**config.mk**
```make
export PLATFORM = sky130hd
export DESIGN_NAME = bram_port_arbiter_flat
export DESIGN_NICKNAME = d
export VERILOG_FILES = /design/src/rtl/bram_port_arbiter_if.sv /design/src/rtl/bram_port_arbiter.sv /design/src/flat_wrapper.sv
export SDC_FILE = /design/constraint.sdc
export NUM_CORES = 1
export LEC_CHECK = 0
export ABC_CLOCK_PERIOD_IN_PS = 1390
export BUFFER_PORTS_ARGS = -buffer_cell sky130_fd_sc_hd__buf_2
export CORE_ASPECT_RATIO = 0.6
export CORE_MARGIN = 2
export CORE_UTILIZATION = 38
export DETAILED_ROUTE_END_ITERATION = 8
export GPL_TIMING_DRIVEN = 0
export PLACE_DENSITY_LB_ADDON = 0.15
export SYNTH_ARGS = -nofsm -noshare
export SYNTH_HDL_FRONTEND = slang
export SYNTH_SLANG_ARGS = --single-unit
```
**constraint.sdc**
```tcl
create_clock -name clk -period 1.39 [get_ports clk]
set_input_delay 0.0695 -clock clk [delete_from_list [all_inputs] [get_ports clk]]
set_output_delay 0.0695 -clock clk [all_outputs]
set_load 0.02 [all_outputs]
```
**src/rtl/bram_port_arbiter_if.sv**
```systemverilog
// bram_port_arbiter_if: requester, response and RAM-port signals of the BRAM port arbiter
interface bram_port_arbiter_if #(
    parameter int ADDR_WIDTH = 8,
    parameter int DATA_WIDTH = 16
);
    logic                  rq0_valid, rq0_ready, rq0_we, rq0_lock;
    logic [ADDR_WIDTH-1:0] rq0_addr;
    logic [DATA_WIDTH-1:0] rq0_data;
    logic                  rq1_valid, rq1_ready, rq1_we, rq1_lock;
    logic [ADDR_WIDTH-1:0] rq1_addr;
    logic [DATA_WIDTH-1:0] rq1_data;
    logic                  rsp0_valid, rsp1_valid;
    logic [DATA_WIDTH-1:0] rsp0_data, rsp1_data;
    logic                  ram_en, ram_we;
    logic [ADDR_WIDTH-1:0] ram_addr;
    logic [DATA_WIDTH-1:0] ram_di, ram_do;

    modport master (
        output rq0_valid, rq0_we, rq0_lock, rq0_addr, rq0_data,
        output rq1_valid, rq1_we, rq1_lock, rq1_addr, rq1_data,
        input  rq0_ready, rq1_ready, rsp0_valid, rsp1_valid, rsp0_data, rsp1_data,
        input  ram_en, ram_we, ram_addr, ram_di,
        output ram_do
    );

    modport slave (
        input  rq0_valid, rq0_we, rq0_lock, rq0_addr, rq0_data,
        input  rq1_valid, rq1_we, rq1_lock, rq1_addr, rq1_data,
        output rq0_ready, rq1_ready, rsp0_valid, rsp1_valid, rsp0_data, rsp1_data,
        output ram_en, ram_we, ram_addr, ram_di,
        input  ram_do
    );
endinterface

```
**src/rtl/bram_port_arbiter.sv**
```systemverilog
// bram_port_arbiter: two-requester arbiter/sequencer for one BRAM port with locked bursts and lock timeout.
// BRAM_ARB_STATS_EN adds per-requester saturating grant counters.
module bram_port_arbiter #(
    parameter int ADDR_WIDTH   = 8,
    parameter int DATA_WIDTH   = 16,
    parameter int RAM_LATENCY  = 4,
    parameter int LOCK_TIMEOUT = 16
) (
    input  logic clk,
    input  logic rst,
`ifdef BRAM_ARB_STATS_EN
    input  logic        stat_clr,
    output logic [31:0] stat_gnt0,
    output logic [31:0] stat_gnt1,
`endif
    bram_port_arbiter_if.slave bus
);
    localparam int CW = $clog2(LOCK_TIMEOUT + 1);

    typedef enum logic [1:0] {IDLE, LOCK0, LOCK1} state_t;

    state_t                state;
    logic                  lastGnt;
    logic [CW-1:0]         idleCnt;
    logic [RAM_LATENCY:0]  tagV, tagId;
    logic                  rdy0, rdy1, acc, accId, accWe, accLock;
    logic [ADDR_WIDTH-1:0] accAddr;
    logic [DATA_WIDTH-1:0] accData;

    // Ready is forced low during reset so every output reads 0 while rst is held
    always_comb begin
        rdy0    = !rst && bus.rq0_valid && (state == LOCK0 || (state == IDLE && (!bus.rq1_valid || lastGnt)));
        rdy1    = !rst && bus.rq1_valid && (state == LOCK1 || (state == IDLE && (!bus.rq0_valid || !lastGnt)));
        acc     = rdy0 || rdy1;
        accId   = rdy1;
        accWe   = accId ? bus.rq1_we   : bus.rq0_we;
        accLock = accId ? bus.rq1_lock : bus.rq0_lock;
        accAddr = accId ? bus.rq1_addr : bus.rq0_addr;
        accData = accId ? bus.rq1_data : bus.rq0_data;
    end

    assign bus.rq0_ready  = rdy0;
    assign bus.rq1_ready  = rdy1;
    assign bus.rsp0_valid = tagV[RAM_LATENCY] && !tagId[RAM_LATENCY];
    assign bus.rsp1_valid = tagV[RAM_LATENCY] && tagId[RAM_LATENCY];
    assign bus.rsp0_data  = bus.rsp0_valid ? bus.ram_do : '0;
    assign bus.rsp1_data  = bus.rsp1_valid ? bus.ram_do : '0;

    always_ff @(posedge clk or posedge rst) begin
        if (rst) begin
            state        <= IDLE;
            lastGnt      <= 1'b1;
            idleCnt      <= '0;
            tagV         <= '0;
            tagId        <= '0;
            bus.ram_en   <= 1'b0;
            bus.ram_we   <= 1'b0;
            bus.ram_addr <= '0;
            bus.ram_di   <= '0;
        end else begin
            bus.ram_en <= acc;
            bus.ram_we <= acc && accWe;
            tagV       <= {tagV[RAM_LATENCY-1:0], acc && !accWe};
            tagId      <= {tagId[RAM_LATENCY-1:0], accId};
            if (acc) begin
                bus.ram_addr <= accAddr;
                bus.ram_di   <= accData;
                lastGnt      <= accId;
            end
            if (state == IDLE) begin
                idleCnt <= '0;
                if (acc && accLock) state <= accId ? LOCK1 : LOCK0;
            end else if (acc) begin
                idleCnt <= '0;
                if (!accLock) state <= IDLE;
            end else if (idleCnt == CW'(LOCK_TIMEOUT - 1)) begin
                // Holder stayed silent too long: release so the other side is not starved
                idleCnt <= '0;
                state   <= IDLE;
            end else begin
                idleCnt <= idleCnt + 1'b1;
            end
        end
    end

`ifdef BRAM_ARB_STATS_EN
    always_ff @(posedge clk or posedge rst) begin
        if (rst) begin
            stat_gnt0 <= '0;
            stat_gnt1 <= '0;
        end else if (stat_clr) begin
            stat_gnt0 <= '0;
            stat_gnt1 <= '0;
        end else begin
            if (rdy0 && stat_gnt0 != '1) stat_gnt0 <= stat_gnt0 + 32'd1;
            if (rdy1 && stat_gnt1 != '1) stat_gnt1 <= stat_gnt1 + 32'd1;
        end
    end
`endif
endmodule

```
**src/flat_wrapper.sv**
```systemverilog
// flat-port wrapper written by rule: the top's interface ports become plain ports
module bram_port_arbiter_flat 
#(
    parameter int ADDR_WIDTH   = 8,
    parameter int DATA_WIDTH   = 16,
    parameter int RAM_LATENCY  = 4,
    parameter int LOCK_TIMEOUT = 16
)
  (clk, rst, bus_rq0_valid, bus_rq0_we, bus_rq0_lock, bus_rq0_addr, bus_rq0_data, bus_rq1_valid, bus_rq1_we, bus_rq1_lock, bus_rq1_addr, bus_rq1_data, bus_rq0_ready, bus_rq1_ready, bus_rsp0_valid, bus_rsp1_valid, bus_rsp0_data, bus_rsp1_data, bus_ram_en, bus_ram_we, bus_ram_addr, bus_ram_di, bus_ram_do);
  bram_port_arbiter_if #(.ADDR_WIDTH(ADDR_WIDTH), .DATA_WIDTH(DATA_WIDTH)) bus_i ();
  input  logic clk;
  input  logic rst;
  input wire logic [$bits(bus_i.rq0_valid)-1:0] bus_rq0_valid;
  input wire logic [$bits(bus_i.rq0_we)-1:0] bus_rq0_we;
  input wire logic [$bits(bus_i.rq0_lock)-1:0] bus_rq0_lock;
  input wire logic [$bits(bus_i.rq0_addr)-1:0] bus_rq0_addr;
  input wire logic [$bits(bus_i.rq0_data)-1:0] bus_rq0_data;
  input wire logic [$bits(bus_i.rq1_valid)-1:0] bus_rq1_valid;
  input wire logic [$bits(bus_i.rq1_we)-1:0] bus_rq1_we;
  input wire logic [$bits(bus_i.rq1_lock)-1:0] bus_rq1_lock;
  input wire logic [$bits(bus_i.rq1_addr)-1:0] bus_rq1_addr;
  input wire logic [$bits(bus_i.rq1_data)-1:0] bus_rq1_data;
  output wire logic [$bits(bus_i.rq0_ready)-1:0] bus_rq0_ready;
  output wire logic [$bits(bus_i.rq1_ready)-1:0] bus_rq1_ready;
  output wire logic [$bits(bus_i.rsp0_valid)-1:0] bus_rsp0_valid;
  output wire logic [$bits(bus_i.rsp1_valid)-1:0] bus_rsp1_valid;
  output wire logic [$bits(bus_i.rsp0_data)-1:0] bus_rsp0_data;
  output wire logic [$bits(bus_i.rsp1_data)-1:0] bus_rsp1_data;
  output wire logic [$bits(bus_i.ram_en)-1:0] bus_ram_en;
  output wire logic [$bits(bus_i.ram_we)-1:0] bus_ram_we;
  output wire logic [$bits(bus_i.ram_addr)-1:0] bus_ram_addr;
  output wire logic [$bits(bus_i.ram_di)-1:0] bus_ram_di;
  input wire logic [$bits(bus_i.ram_do)-1:0] bus_ram_do;
  assign bus_i.rq0_valid = bus_rq0_valid;
  assign bus_i.rq0_we = bus_rq0_we;
  assign bus_i.rq0_lock = bus_rq0_lock;
  assign bus_i.rq0_addr = bus_rq0_addr;
  assign bus_i.rq0_data = bus_rq0_data;
  assign bus_i.rq1_valid = bus_rq1_valid;
  assign bus_i.rq1_we = bus_rq1_we;
  assign bus_i.rq1_lock = bus_rq1_lock;
  assign bus_i.rq1_addr = bus_rq1_addr;
  assign bus_i.rq1_data = bus_rq1_data;
  assign bus_rq0_ready = bus_i.rq0_ready;
  assign bus_rq1_ready = bus_i.rq1_ready;
  assign bus_rsp0_valid = bus_i.rsp0_valid;
  assign bus_rsp1_valid = bus_i.rsp1_valid;
  assign bus_rsp0_data = bus_i.rsp0_data;
  assign bus_rsp1_data = bus_i.rsp1_data;
  assign bus_ram_en = bus_i.ram_en;
  assign bus_ram_we = bus_i.ram_we;
  assign bus_ram_addr = bus_i.ram_addr;
  assign bus_ram_di = bus_i.ram_di;
  assign bus_i.ram_do = bus_ram_do;
  bram_port_arbiter #(.ADDR_WIDTH(ADDR_WIDTH), .DATA_WIDTH(DATA_WIDTH), .RAM_LATENCY(RAM_LATENCY), .LOCK_TIMEOUT(LOCK_TIMEOUT)) u_core (.clk(clk), .rst(rst), .bus(bus_i));
endmodule
```
==> results.json <==
{
  "status": "finished, violations left",
  "violations": "negative setup slack",
  "synth_common_cells": "52 x nand2_1, 43 x dfrtp_1, 31 x nor2_1",
  "die_area_mm2": 0.005957,
  "synth_compound_area_frac": 0.08760,
  "drt-wirelength-per-cell_um": 13.26,
  "hp-class": "in -> async",
  "p_switching_mw": 1.994,
  "synth_ff_type": "dfrtp_1",
  "netlist-cell-type-count": 26,
  "place_congestion": 0.7577,
  "rsz0062_at_grt": "true",
  "vias": 2139,
  "swShare": 0.3824,
  "grt_pass1_wl_um": 9170,
  "fmax_mhz": 621.5,
  "syn_inst": 224,
  "grt_max_degree": 23,
  "wl_um": 5927,
  "numCtsBuffers": 5,
  "syn_area_per_cell_um2": 9.054,
  "worstSetupEndpointType": "output pin",
  "yosys.area_share.simple": 0.3010,
  "final_util": 0.6441,
  "regArea_mm2": 0.001105,
  "nFillCells": 443,
  "coreArea_mm2": 0.005105,
  "overflow": 0,
  "nets": 453,
  "fp.dieH_um": 60.59,
  "fin_crit_sh": 1.158,
  "finalCriticalPeriod_ns": 1.609,
  "finalSetupTns_ns": -4.599,
  "tightestPinTransition_ns": 0.9514,
  "fin_ws_ns": -0.2190,
  "relSlewSlack": 0.3658,
  "clkPwrFrac": 0.192,
  "yosys.area.top_type": "dfrtp_1",
  "yosysSeqAreaShare": 0.5435,
  "setup_violations": 43,
  "io_pins": 134,
  "critPathKind": "reg -> out",
  "ys_seq_elements": 44,
  "synth_mux_area_frac": 0.009870,
  "worstSkewPairLatency_ns": 0.30,
  "hold_viol_final": 0,
  "synth_area_mm2": 0.002028,
  "multiInputGateArea_um2": 937.1,
  "worstSetupStartpointType": "flip-flop",
  "start_util": 0.3973,
  "dieWidth_um": 98.32,
  "ant_nets": 0,
  "cp_max_fo": 4,
  "cts_buffer_depth": 2,
  "combPwrFrac": 0.435,
  "cts.sinks": 44,
  "track_usage": 0.1972,
  "drv_cap": 0,
  "seq_power_share": 0.373,
  "drive_gt1_frac": 0.5276,
  "vias_per_cell": 4.785,
  "drc": 0,
  "instances_no_fill": 447,
  "arrival_ns": 1.54,
  "syn-num-nets": 297,
  "total_power_mw": 5.215,
  "synth_top_area_frac": 0.5305,
  "power_density_mw_per_mm2": 1586,
  "async_flop_share": 1.000,
  "cts_tree": "built",
  "fin_skew_ns": 0.004562,
  "synth_warnings": 0,
  "fin_hold_ws_ns": 0.01070,
  "p_int_mw": 3.221,
  "leakage_nw": 1.781,
  "firstDrtPassIters": 4,
  "rows": 20,
  "synth_adder_area_share": 0.006169,
  "cts_max_level": 2,
  "maxSlewViolCount": 0,
  "clk_pin_slew_ns": 0.09,
  "synthXorXnorAreaFrac": 0.008637,
  "cp.required_ns": 1.32,
  "netlist_top_cells_area": "dfrtp_1 53%, nand2_1 9.6%, a31oi_1 7.4%",
  "synth_top_family_by_area": "simple AND/OR/NAND/NOR gates",
  "io_buffers": 133,
  "placedCellCount": 423,
  "drt_iter0_markers": 64,
  "clock_tree.root_cell": "clkbuf_8",
  "diodes": 0,
  "synth-edff-count": 0,
  "antenna_found_initial": 0,
  "irDropWorstVdd_mv": 0.9053,
  "yosysMostFrequentCell": "nand2_1",
  "synthToLayoutAreaGrowth_pct": 62.12,
  "grt_pass1_vias": 1938,
  "place_hpwl_um": 4026
}
## sequential cells by signal, indices dropped and copies added, names as in the netlist
register / cells
u_core.idleCnt: 5
u_core.tagId: 5
u_core.tagV: 5
u_core.state: 2
u_core.lastGnt: 1
u_core.bus.ram_en: 1
u_core.bus.ram_di: 16
u_core.bus.ram_addr: 8
u_core.bus.ram_we: 1
## critical path, stage by stage, from the launching register on
cell and delay, ns:
dfrtp_1 0.39, nand2b_4 0.16, or3_4 0.42, clkinv_8 0.07, buf_8 0.10, buf_6 0.11
## layer usage
layer / GRT usage / wire length (µm) / vias to the layer above
li1: - / - / 1055
met1: 0.2773 / 2754 / 1005
met2: 0.3090 / 2709 / 74
met3: 0.04724 / 419 / 5
met4: 0.06458 / 44 / 0
met5: 0 / 0 / -
## stage by stage
| step | setup slack, ns | cell area (µm²) |
|---|---|---|
| 6_report | -0.2190 | 3288 |
| 5_1_grt | -0.2706 | 3288 |
| 4_1_cts | -0.2584 | 3233 |
| 3_5_place_dp | -0.4033 | 2790 |
| 3_3_place_gp | -0.4245 | 2790 |
| 2_1_floorplan | -0.08446 | 2042 |
## final timing paths
| path | start | to | slack (ns) | cells past startpoint |
|---|---|---|---|---|
| min in group clk | bus_rq0_data[6] | u_core.bus.ram_di[6] | 0.01 | 3 |
| hold / removal | rst | u_core.bus.ram_di[13] | 0.01 | 2 |
| max in group asynchronous | rst | u_core.tagId[4] | 0.45 | 3 |
| hold reg to reg | u_core.tagId[1] | u_core.tagId[2] | 0.35 | 0 |
| setup / recovery | u_core.state[0] | bus_rq1_ready | -0.22 | 5 |
| setup reg to reg | u_core.state[0] | u_core.bus.ram_di[14] | -0.19 | 6 |
## final cells by class
| type | instances | share of cell area |
|---|---|---|
| clock inverters | 3 | 0.01408 |
| flip-flops and latches | 44 | 0.3360 |
| plain buffers | 11 | 0.02626 |
| repair buffers | 150 | 0.2827 |
| repair inverters | 1 | 0.001522 |
| well taps | 66 | 0.02511 |
| multi-input cells | 164 | 0.2850 |
| inverters | 3 | 0.008371 |
| clock buffers | 5 | 0.02093 |
## cells by family (layout without fill, tap and decap cells)
logic type,after synthesis,after routing
AOI/OAI and AO/OA,29,29
buffers and inverters,16,173
muxes,2,2
adders and majority gates,1,1
DFF,44,44
and+or+nand+nor,130,130
xor gates and xnor gates,2,2
## cell usage in the layout (no fill, tap or decap), types with 2 or more instances in the layout
| master | Yosys | final |
|---|---|---|
| buf_4 | 0 | 12 |
| buf_2 | 0 | 117 |
| a31oi_1 | 24 | 24 |
| dlygate4sd3_1 | 0 | 2 |
| buf_6 | 3 | 18 |
| clkinvlp_4 | 0 | 2 |
| mux2i_1 | 2 | 2 |
| nand2b_4 | 1 | 3 |
| and3_1 | 16 | 16 |
| and2_1 | 18 | 3 |
| clkbuf_2 | 0 | 5 |
| and2_4 | 0 | 15 |
| dfrtp_2 | 0 | 2 |
| nand2_1 | 52 | 52 |
| nor3_1 | 2 | 2 |
| buf_8 | 0 | 3 |
| clkbuf_8 | 0 | 7 |
| or3_4 | 0 | 2 |
| dfrtp_1 | 43 | 41 |
| nor2_2 | 0 | 4 |
| nor2_1 | 31 | 26 |
## power groups by stage
stage / Sequential [mW] / Combinational [mW] / Clock, mW
floorplan: 2.31 / 0.848 / 0
global placement: 1.94 / 1.88 / 0
detailed placement: 1.96 / 1.91 / 0
CTS: 1.92 / 2.19 / 1.03
global route: 1.99 / 2.47 / 1.07
finish: 1.94 / 2.27 / 1.00
## what timing repair did
action / 4_1_cts / 5_1_grt
hold buffers: 3 / 0
gates resized for setup: 69 / 19
gates cloned: 3 / 0
setup endpoints to repair: 61 / 74
pin swaps: 18 / 6
endpoints found under the hold margin: 22 / 0
buffers inserted: 10 / 2
No activity file was read; power rests on OpenSTA's default activity.
